[src/rtl/ramspnc_master_if.sv]
// Command, write-data and read-response channels of the ramspnc_master.
// The host drives the master modport; the sequencer sits on the slave modport.
interface ramspnc_master_if #(
  parameter int DW = 16,
  parameter int AW = 10,
  parameter int LW = 8
) ();
  logic          cmd_valid;
  logic          cmd_ready;
  logic          cmd_we;
  logic [AW-1:0] cmd_addr;
  logic [LW-1:0] cmd_len;
  logic          wr_valid;
  logic          wr_ready;
  logic [DW-1:0] wr_data;
  logic          rd_valid;
  logic          rd_ready;
  logic [DW-1:0] rd_data;
  logic          rd_last;

  modport master (
    output cmd_valid, cmd_we, cmd_addr, cmd_len, wr_valid, wr_data, rd_ready,
    input  cmd_ready, wr_ready, rd_valid, rd_data, rd_last
  );

  modport slave (
    input  cmd_valid, cmd_we, cmd_addr, cmd_len, wr_valid, wr_data, rd_ready,
    output cmd_ready, wr_ready, rd_valid, rd_data, rd_last
  );
endinterface

[src/rtl/ramspnc_master.sv]
// Burst sequencer for a single-port no-change RAM: one access per cycle,
// read data returned through a 2-entry buffer that covers the 1-cycle read latency.
module ramspnc_master #(
  parameter int DW = 16,
  parameter int AW = 10,
  parameter int LW = 8
) (
  input  logic          clk,
  input  logic          rst,
  ramspnc_master_if.slave bus,
  output logic          mem_en,
  output logic          mem_we,
  output logic [AW-1:0] mem_addr,
  output logic [DW-1:0] mem_din,
  input  logic [DW-1:0] mem_dout,
  output logic          busy
);

  typedef enum logic [1:0] {IDLE, WRITE, READ} state_t;

  state_t        state_q, state_d;
  logic [AW-1:0] addr_q, addr_d;
  logic [LW-1:0] len_q, len_d;
  logic [LW-1:0] cnt_q, cnt_d;
  logic          cmd_rdy;
  logic          wr_rdy;
  logic          en_c, we_c;
  logic          issue;

  logic          inflight_vld_p1;
  logic          inflight_last_p1;

  logic [DW-1:0] fifo_data [2];
  logic [1:0]    fifo_last;
  logic          wptr_q, rptr_q;
  logic [1:0]    fifo_cnt_q;
  logic          push, pop, rd_vld;
  logic [1:0]    occ;

  // Slots that will be held after this cycle if nothing new is issued.
  assign rd_vld = !rst && (fifo_cnt_q != 2'd0);
  assign pop    = rd_vld && bus.rd_ready;
  assign push   = inflight_vld_p1;
  assign occ    = fifo_cnt_q + {1'b0, inflight_vld_p1} - {1'b0, pop};

  always_ff @(posedge clk) begin
    if (rst) begin
      state_q <= IDLE;
      cnt_q   <= '0;
    end else begin
      state_q <= state_d;
      cnt_q   <= cnt_d;
    end
  end

  always_ff @(posedge clk) begin
    addr_q <= addr_d;
    len_q  <= len_d;
  end

  always_comb begin
    state_d = state_q;
    addr_d  = addr_q;
    len_d   = len_q;
    cnt_d   = cnt_q;
    cmd_rdy = 1'b0;
    wr_rdy  = 1'b0;
    en_c    = 1'b0;
    we_c    = 1'b0;
    issue   = 1'b0;
    if (!rst) begin
      case (state_q)
        IDLE: begin
          cmd_rdy = 1'b1;
          if (bus.cmd_valid) begin
            addr_d  = bus.cmd_addr;
            len_d   = bus.cmd_len;
            cnt_d   = '0;
            state_d = bus.cmd_we ? WRITE : READ;
          end
        end
        WRITE: begin
          wr_rdy = 1'b1;
          if (bus.wr_valid) begin
            en_c   = 1'b1;
            we_c   = 1'b1;
            addr_d = addr_q + 1'b1;
            cnt_d  = cnt_q + 1'b1;
            if (cnt_q == len_q) state_d = IDLE;
          end
        end
        READ: begin
          if (occ < 2'd2) begin
            issue  = 1'b1;
            en_c   = 1'b1;
            addr_d = addr_q + 1'b1;
            cnt_d  = cnt_q + 1'b1;
            if (cnt_q == len_q) state_d = IDLE;
          end
        end
        default: state_d = IDLE;
      endcase
    end
  end

  // Stage p1: read issued last cycle, memory data arrives now
  always_ff @(posedge clk) begin
    if (rst) inflight_vld_p1 <= 1'b0;
    else     inflight_vld_p1 <= issue;
  end

  always_ff @(posedge clk) begin
    inflight_last_p1 <= issue && (cnt_q == len_q);
  end

  always_ff @(posedge clk) begin
    if (rst) begin
      wptr_q     <= 1'b0;
      rptr_q     <= 1'b0;
      fifo_cnt_q <= 2'd0;
    end else begin
      assert (!(push && !pop && fifo_cnt_q == 2'd2));
      if (push) wptr_q <= ~wptr_q;
      if (pop)  rptr_q <= ~rptr_q;
      case ({push, pop})
        2'b10:   fifo_cnt_q <= fifo_cnt_q + 2'd1;
        2'b01:   fifo_cnt_q <= fifo_cnt_q - 2'd1;
        default: fifo_cnt_q <= fifo_cnt_q;
      endcase
    end
  end

  always_ff @(posedge clk) begin
    if (push) begin
      fifo_data[wptr_q] <= mem_dout;
      fifo_last[wptr_q] <= inflight_last_p1;
    end
  end

  assign bus.cmd_ready = cmd_rdy;
  assign bus.wr_ready  = wr_rdy;
  assign bus.rd_valid  = rd_vld;
  assign bus.rd_data   = rd_vld ? fifo_data[rptr_q] : '0;
  assign bus.rd_last   = rd_vld && fifo_last[rptr_q];

  assign mem_en   = en_c;
  assign mem_we   = we_c;
  assign mem_addr = addr_q;
  assign mem_din  = bus.wr_data;
  assign busy     = !rst && ((state_q != IDLE) || inflight_vld_p1 || (fifo_cnt_q != 2'd0));

endmodule

[src/flat_wrapper.sv]
// flat-port wrapper written by rule: the top's interface ports become plain ports
module ramspnc_master_flat 
#(
  parameter int DW = 16,
  parameter int AW = 10,
  parameter int LW = 8
)
  (clk, rst, mem_en, mem_we, mem_addr, mem_din, mem_dout, busy, bus_cmd_valid, bus_cmd_we, bus_cmd_addr, bus_cmd_len, bus_wr_valid, bus_wr_data, bus_rd_ready, bus_cmd_ready, bus_wr_ready, bus_rd_valid, bus_rd_data, bus_rd_last);
  ramspnc_master_if #(.DW(DW), .AW(AW), .LW(LW)) bus_i ();
  input  logic clk;
  input  logic rst;
  output logic mem_en;
  output logic mem_we;
  output logic [AW-1:0] mem_addr;
  output logic [DW-1:0] mem_din;
  input  logic [DW-1:0] mem_dout;
  output logic busy;
  input wire logic [$bits(bus_i.cmd_valid)-1:0] bus_cmd_valid;
  input wire logic [$bits(bus_i.cmd_we)-1:0] bus_cmd_we;
  input wire logic [$bits(bus_i.cmd_addr)-1:0] bus_cmd_addr;
  input wire logic [$bits(bus_i.cmd_len)-1:0] bus_cmd_len;
  input wire logic [$bits(bus_i.wr_valid)-1:0] bus_wr_valid;
  input wire logic [$bits(bus_i.wr_data)-1:0] bus_wr_data;
  input wire logic [$bits(bus_i.rd_ready)-1:0] bus_rd_ready;
  output wire logic [$bits(bus_i.cmd_ready)-1:0] bus_cmd_ready;
  output wire logic [$bits(bus_i.wr_ready)-1:0] bus_wr_ready;
  output wire logic [$bits(bus_i.rd_valid)-1:0] bus_rd_valid;
  output wire logic [$bits(bus_i.rd_data)-1:0] bus_rd_data;
  output wire logic [$bits(bus_i.rd_last)-1:0] bus_rd_last;
  assign bus_i.cmd_valid = bus_cmd_valid;
  assign bus_i.cmd_we = bus_cmd_we;
  assign bus_i.cmd_addr = bus_cmd_addr;
  assign bus_i.cmd_len = bus_cmd_len;
  assign bus_i.wr_valid = bus_wr_valid;
  assign bus_i.wr_data = bus_wr_data;
  assign bus_i.rd_ready = bus_rd_ready;
  assign bus_cmd_ready = bus_i.cmd_ready;
  assign bus_wr_ready = bus_i.wr_ready;
  assign bus_rd_valid = bus_i.rd_valid;
  assign bus_rd_data = bus_i.rd_data;
  assign bus_rd_last = bus_i.rd_last;
  ramspnc_master #(.DW(DW), .AW(AW), .LW(LW)) u_core (.clk(clk), .rst(rst), .bus(bus_i), .mem_en(mem_en), .mem_we(mem_we), .mem_addr(mem_addr), .mem_din(mem_din), .mem_dout(mem_dout), .busy(busy));
endmodule
[config.mk]
export PLATFORM = sky130hd
export DESIGN_NAME = ramspnc_master_flat
export DESIGN_NICKNAME = d
export VERILOG_FILES = /design/src/rtl/ramspnc_master_if.sv /design/src/rtl/ramspnc_master.sv /design/src/flat_wrapper.sv
export SDC_FILE = /design/constraint.sdc
export NUM_CORES = 1
export LEC_CHECK = 0
export BUFFER_PORTS_ARGS = -buffer_cell sky130_fd_sc_hd__buf_2
export CORE_MARGIN = 10
export CORE_UTILIZATION = 51
export DETAILED_ROUTE_END_ITERATION = 16
export MAX_ROUTING_LAYER = met4
export PLACE_DENSITY = 0.8
export RECOVER_POWER = 50
export SYNTH_ARGS = -nofsm -noshare
export SYNTH_HDL_FRONTEND = slang
export SYNTH_SLANG_ARGS = --single-unit
[constraint.sdc]
create_clock -name clk -period 2.1 [get_ports clk]
set_input_delay 0.21 -clock clk [delete_from_list [all_inputs] [get_ports clk]]
set_output_delay 0.21 -clock clk [all_outputs]
set_load 0.02 [all_outputs]
Word level (Yosys, flattened, before mapping)
Memories as Yosys holds them, arrays and structs flattened. A register that Yosys moved wholly into a read port is not among the register bits.
Index checks and enable logic that the tools add are counted.
{ "classes": {"add_sub_neg": 6, "n_lt_le_gt_ge": 4, "eq_ne": 8, "mux": 37, "bitwise_logic": 3, "reduce_logical": 18} }
{ "ops": {"columns": ["operator", "n"], "rows": [
  ["$mux 10", 3],
  ["$pmux 10 s3", 1],
  ["$mux 8", 3],
  ["$pmux 8 s3", 1],
  ["$mux 1", 18],
  ["$mux 16", 1],
  ["$add 10x1->10 const B", 1],
  ["$mux 2", 5],
  ["$add 8x1->8 const B", 1],
  ["$eq 8x8->1", 1],
  ["$logic_and 1x1->1", 6],
  ["$pmux 2 s3", 1],
  ["$reduce_and 3->1", 2],
  ["$reduce_bool 2->1", 3],
  ["$reduce_and 5->1", 1],
  ["$eq 2x1->1 const B", 2],
  ["$eq 2x2->1 const B", 2],
  ["$lt 1x2->1 const B", 2],
  ["$ne 2x2->1 const B", 2],
  ["$pmux 2 s2", 1],
  ["$reduce_and 4->1", 1],
  ["$not 1->1", 3],
  ["$reduce_bool 3->1", 1],
  ["$add 2x1->2", 1],
  ["12 further kinds", 13]
]} }
{ "word_totals": {"regBits": 36, "ram_bits": 32, "input_bits": 56, "out_inout_bits": 49, "elab_cells": 87, "n_memories": 1} }
{ "mem_list": {"columns": ["name", "depth", "width", "read_ports", "rd_ports_with_merged_regs", "write_ports", "line_no", "rtl"], "rows": [
  ["u_core.fifo_data", 2, 16, 1, 1, 1, "ramspnc_master.sv:33", "logic [DW-1:0] fifo_data [2];"]
]} }

Depth between registers and ports, before layout
{ "depth": {"word_depth": 9, "depth_mapped": 8, "mapped_depth_nobuf": 7} }

Worst setup path after synthesis
Ideal clock, no wire load.
{ "synth_path": {"path_type": "register to register", "from": "reg u_core.state_q[0]", "to": "reg u_core.addr_q[0] (netlist: u_core.mem_addr[0]) (enable)", "setup_ps": 343, "arrival_time_ps": 1583, "required_ps": 1757, "path_slack_ps": 174, "path_stages_with_launch": 8, "path_buffers": 1, "synth_period_minus_slack_ps": 1926, "cell_sequence": "dfxtp_1 > inv_1 > ha_1 > nand2_1 > nor4_4 > nor4_2 > buf_4 > and2_1"} }
{ "synth_between": {"elab_chain_len": 3, "elab_cells_between_ends": 8, "classes_between": "5 x eq/ne; 3 x reduce/logical"} }
{ "synth_lines": {"columns": ["item", "line_no", "rtl"], "rows": [
  ["from (decl)", "ramspnc_master.sv:21", "state_t state_q, state_d;"],
  ["from (signal assigned)", "ramspnc_master.sv:51", "state_q <= state_d;"],
  ["$eq 2x2->1 (tied with other cells)", "ramspnc_master.sv:72", "case (state_q)"],
  ["$ne 2x1->1 (no source line) (tied with other cells)", null, null],
  ["$reduce_and 5->1 (no source line) *", null, null],
  ["to (signal assigned)", "ramspnc_master.sv:57", "addr_q <= addr_d;"],
  ["to (decl)", "ramspnc_master.sv:22", "logic [AW-1:0] addr_q, addr_d;"]
]} }
Every way passes the cells marked *; elsewhere a longest branch is shown, timed or not.
A chain may end at the register's enable or synchronous reset.

Final worst setup path
{ "layout_path": {"from": "reg u_core.fifo_cnt_q[0]", "to": "out mem_en"} }
{ "layout_between": {"elab_chain_len": 8, "elab_cells_between_ends": 9, "classes_between": "2 x add/sub; 1 x order compare; 3 x mux; 3 x reduce/logical"} }
{ "layout_lines": {"columns": ["item", "line_no", "rtl"], "rows": [
  ["from (decl)", "ramspnc_master.sv:36", "logic [1:0] fifo_cnt_q;"],
  ["from (signal assigned)", "ramspnc_master.sv:126", "2'b10: fifo_cnt_q <= fifo_cnt_q + 2'd1;"],
  ["from (signal assigned)", "ramspnc_master.sv:127", "2'b01: fifo_cnt_q <= fifo_cnt_q - 2'd1;"],
  ["from (signal assigned)", "ramspnc_master.sv:128", "default: fifo_cnt_q <= fifo_cnt_q;"],
  ["branches (longest 3 deep; another with $add 2x1->2)", null, null],
  ["$sub 2x1->2 *", "ramspnc_master.sv:44", "assign occ = fifo_cnt_q + {1'b0, inflight_vld_p1} - {1'b0, pop};"],
  ["$lt 2x2->1 *", "ramspnc_master.sv:93", "if (occ < 2'd2) begin"],
  ["$mux 1 *", "ramspnc_master.sv:93", null],
  ["$pmux 1 s2 *", "ramspnc_master.sv:72", null],
  ["$mux 1 *", "ramspnc_master.sv:71", "if (!rst) begin"],
  ["to (decl)", "flat_wrapper.sv:12", "output logic mem_en;"]
]} }
Every way passes the cells marked *.

==> out/results.txt <==
DR iter-0 viols: 84
share of cells above drive strength 1: 24.6%
post-CTS setup repair buffer count: 0
cell-internal power: 2.87 mW
DP Wirelength: 5010 um
GRT Overall Usage: 13.5%
Clock H-tree levels: 3
IO Port Bufs: 72
Netlist cell types: 40
Vias/cell: 5.33
Combinational Power Share: 25.9%
status: complete, no violations
clk root buf: clkbuf_8
IO Pins: 105
Final min period: 1.96 ns
CTS max path bufs: 2
PD cells: 1080 nW/um^2
Post-synth EDFFs: 52
Initial Util: 52.0%
fin nets: 406
vias in the first global route: 2256
GRT overflow: 0
post-synth top area cell: edfxtp_1
part of the power in registers: 42.7%
period utilisation layout: 93.4%
wirelength, routed: 6750 um
die height: 100 um
first-pass GRT wire length: 10700 um
Worst VDD drop: 0.000609 V
number of clock sinks: 69
GP Congestion: 0.822
Clock transition at path regs: 0.07 ns
WL per Instance: 15.8 um
# Max-Cap Violations: 0
Die X: 100 um
dpl ws: 0.217 ns
CP max FO: 7
Final TNS setup: 0 ns
Syn. warnings: 0
Crit path max-delay family: compound AO/OA/AOI/OAI gates
DRT Pass-1 Iters: 4
syn_area_per_cell: 11.6 um^2
CP most frequent cell: nor2_1
Clk network pwr share: 31.4%
Critical Path RT: 1.89 ns
Yosys top cell area share: 47.6%
Largest stage delay, worst path: 0.48 ns
area grow syn2layout: 17.3%
antenna violations before repair: 0
post-synthesis net count: 345
P_leak: 1.49 nW
Sw Pwr: 1.30 mW
CTS Buf Count: 9
Final Hold Fails: 0
Synth area leaders: edfxtp_1 (48%), dfxtp_1 (10%), mux2i_1 (5.5%)
Post-DP Area: 3620 um^2
Worst path slowest cell: dfxtp_1
Critical Path AT: 1.75 ns
ANT cells: 0
worst setup margin: 0.139 ns
register bit total from synthesis: 69
skew final: 0.00595 ns
WP buf/inv: 1
CP Capture Type: primary output
CP Cell Sequence: nor3b_2, nor2_1, nor2_1, o31ai_2, a21oi_1, buf_2
via count: 2269
setup repair after global routing missed its margin: false
Slew HR: 34.9%
Seq/Total Area, Yosys: 57.9%
Post-Syn Area: 3280 um^2
most frequent cell after synthesis: edfxtp_1
switch share: 31.2%
# placed instances: 410
Non-Filler Instances: 426
TritonCTS clock tree: done
site row count: 29
Die Footprint: 10000 um^2
critical path launch point type: register
Finished Cell Area: 3850 um^2
fin util: 61.0%
Setup CP Type: register to primary output
worst-margin pin slew: 0.976 ns
final setup violation count: 0
core region area: 6310 um^2
Worst-Skew Late Latency: 0.34 ns
DRC errors left: 0
Slew Viols, Final: 0
synthesized instance count: 283
largest net degree at the start of global routing: 19
Worst Hold Class: input pin to register
Post-synth ARST share: 0%
FMAX: 510 MHz
Synth Flop Type: edfxtp_1
commonest cells in the netlist: edfxtp_1 (52), nor2_1 (38), mux2i_1 (18), buf_4 (17), dfxtp_1 (17)
antenna viol nets, final: 0
[state kept, by name (all words and copies together) (netlist names), named ones only]
| register | flops |
|---|---|
| u_core.fifo_last | 2 |
| u_core.fifo_cnt_q | 2 |
| u_core.fifo_data | 32 |
| u_core.inflight_last_p1 | 1 |
| u_core.inflight_vld_p1 | 1 |
| u_core.wptr_q | 1 |
| u_core.rptr_q | 1 |
| u_core.cnt_q | 8 |
| u_core.mem_addr | 10 |
| u_core.state_q | 2 |
| u_core.len_q | 8 |
[power groups by stage]
stage / Combinational [mW] / Clock [mW] / Sequential, mW
5_1_grt: 1.20 / 1.41 / 1.80
4_1_cts: 1.09 / 1.34 / 1.78
3_3_place_gp: 1.05 / 0 / 1.80
2_1_floorplan: 0.759 / 0 / 1.85
3_5_place_dp: 1.09 / 0 / 1.81
6_report: 1.08 / 1.31 / 1.78
[placed cells by master, fill, tap and decap left out, drive strengths merged]
cell type / count
a31oi: 1
o21a: 1
a41o: 1
nand2b: 1
nor4: 7
inv: 12
o21ai: 6
clkbuf: 28
dfxtp: 17
ha: 6
edfxtp: 52
a32o: 8
a21oi: 13
nand3: 9
a21o: 1
o22ai: 1
xor2: 15
a21boi: 1
nor3b: 5
buf: 60
nor2: 38
nor2b: 1
and3: 6
mux2: 1
o31ai: 1
o21bai: 1
nor3: 6
clkinv: 3
and2: 3
bufinv: 3
mux2i: 18
o221ai: 1
and2b: 1
clkinvlp: 1
xnor2: 4
nand2: 16
[cells by family (layout without fill, tap and decap cells)]
logic type	after synthesis	in the layout	share of synthesized area (%)
DFF	69	69	57.9
AOI/OAI and AO/OA	36	36	7.78
xor gates and xnor gates	19	19	5.07
adders and majority gates	6	6	2.29
muxes	19	19	5.83
buffers and inverters	41	107	7.01
and+or+nand+nor	93	93	14.1
[worst paths after layout]
check / cells after the start / slack, ns / to / startpoint
max: 6 / 0.14 / mem_en / u_core.fifo_cnt_q[0]
min reg2reg: 0 / 0.44 / u_core.fifo_last[0] / u_core.inflight_last_p1
min: 1 / 0.04 / u_core.len_q[4] / bus_cmd_len[4]
max reg2reg: 8 / 0.16 / u_core.cnt_q[2] / u_core.state_q[0]
[per-stage QoR]
stage | power, mW | hold slack [ns]
global placement | 2.86 | 0.387
floorplan | 2.61 | 0.309
global route | 4.42 | 0.0202
finish | 4.18 | 0.0405
detailed placement | 2.90 | 0.388
CTS | 4.21 | 0.0239
[routing by layer]
layer / global-route usage [%] / wire (um) / vias up
li1: - / - / 1119
met1: 15.5 / 2910 / 1059
met2: 20.8 / 3170 / 79
met3: 5.43 / 590 / 12
met4: 5.11 / 73 / 0
met5: - / 0 / -
[layout make-up]
class,instances,area [um^2]
repair buffers,79,399
inverters,12,45.0
clock inverters,7,124
multi-input cells,173,1160
flip-flops and latches,69,1900
well taps,77,96.3
clock buffers,9,124
fillers,523,2460
[timing repair]
item / CTS / global route
cloned: 0 / 0
hold buffers: 0 / 0
gates resized for setup: 1 / 2
setup endpoints to repair: 1 / 1
hold endpoints to repair: 0 / 0
Power figures use the tool's default switching activity.
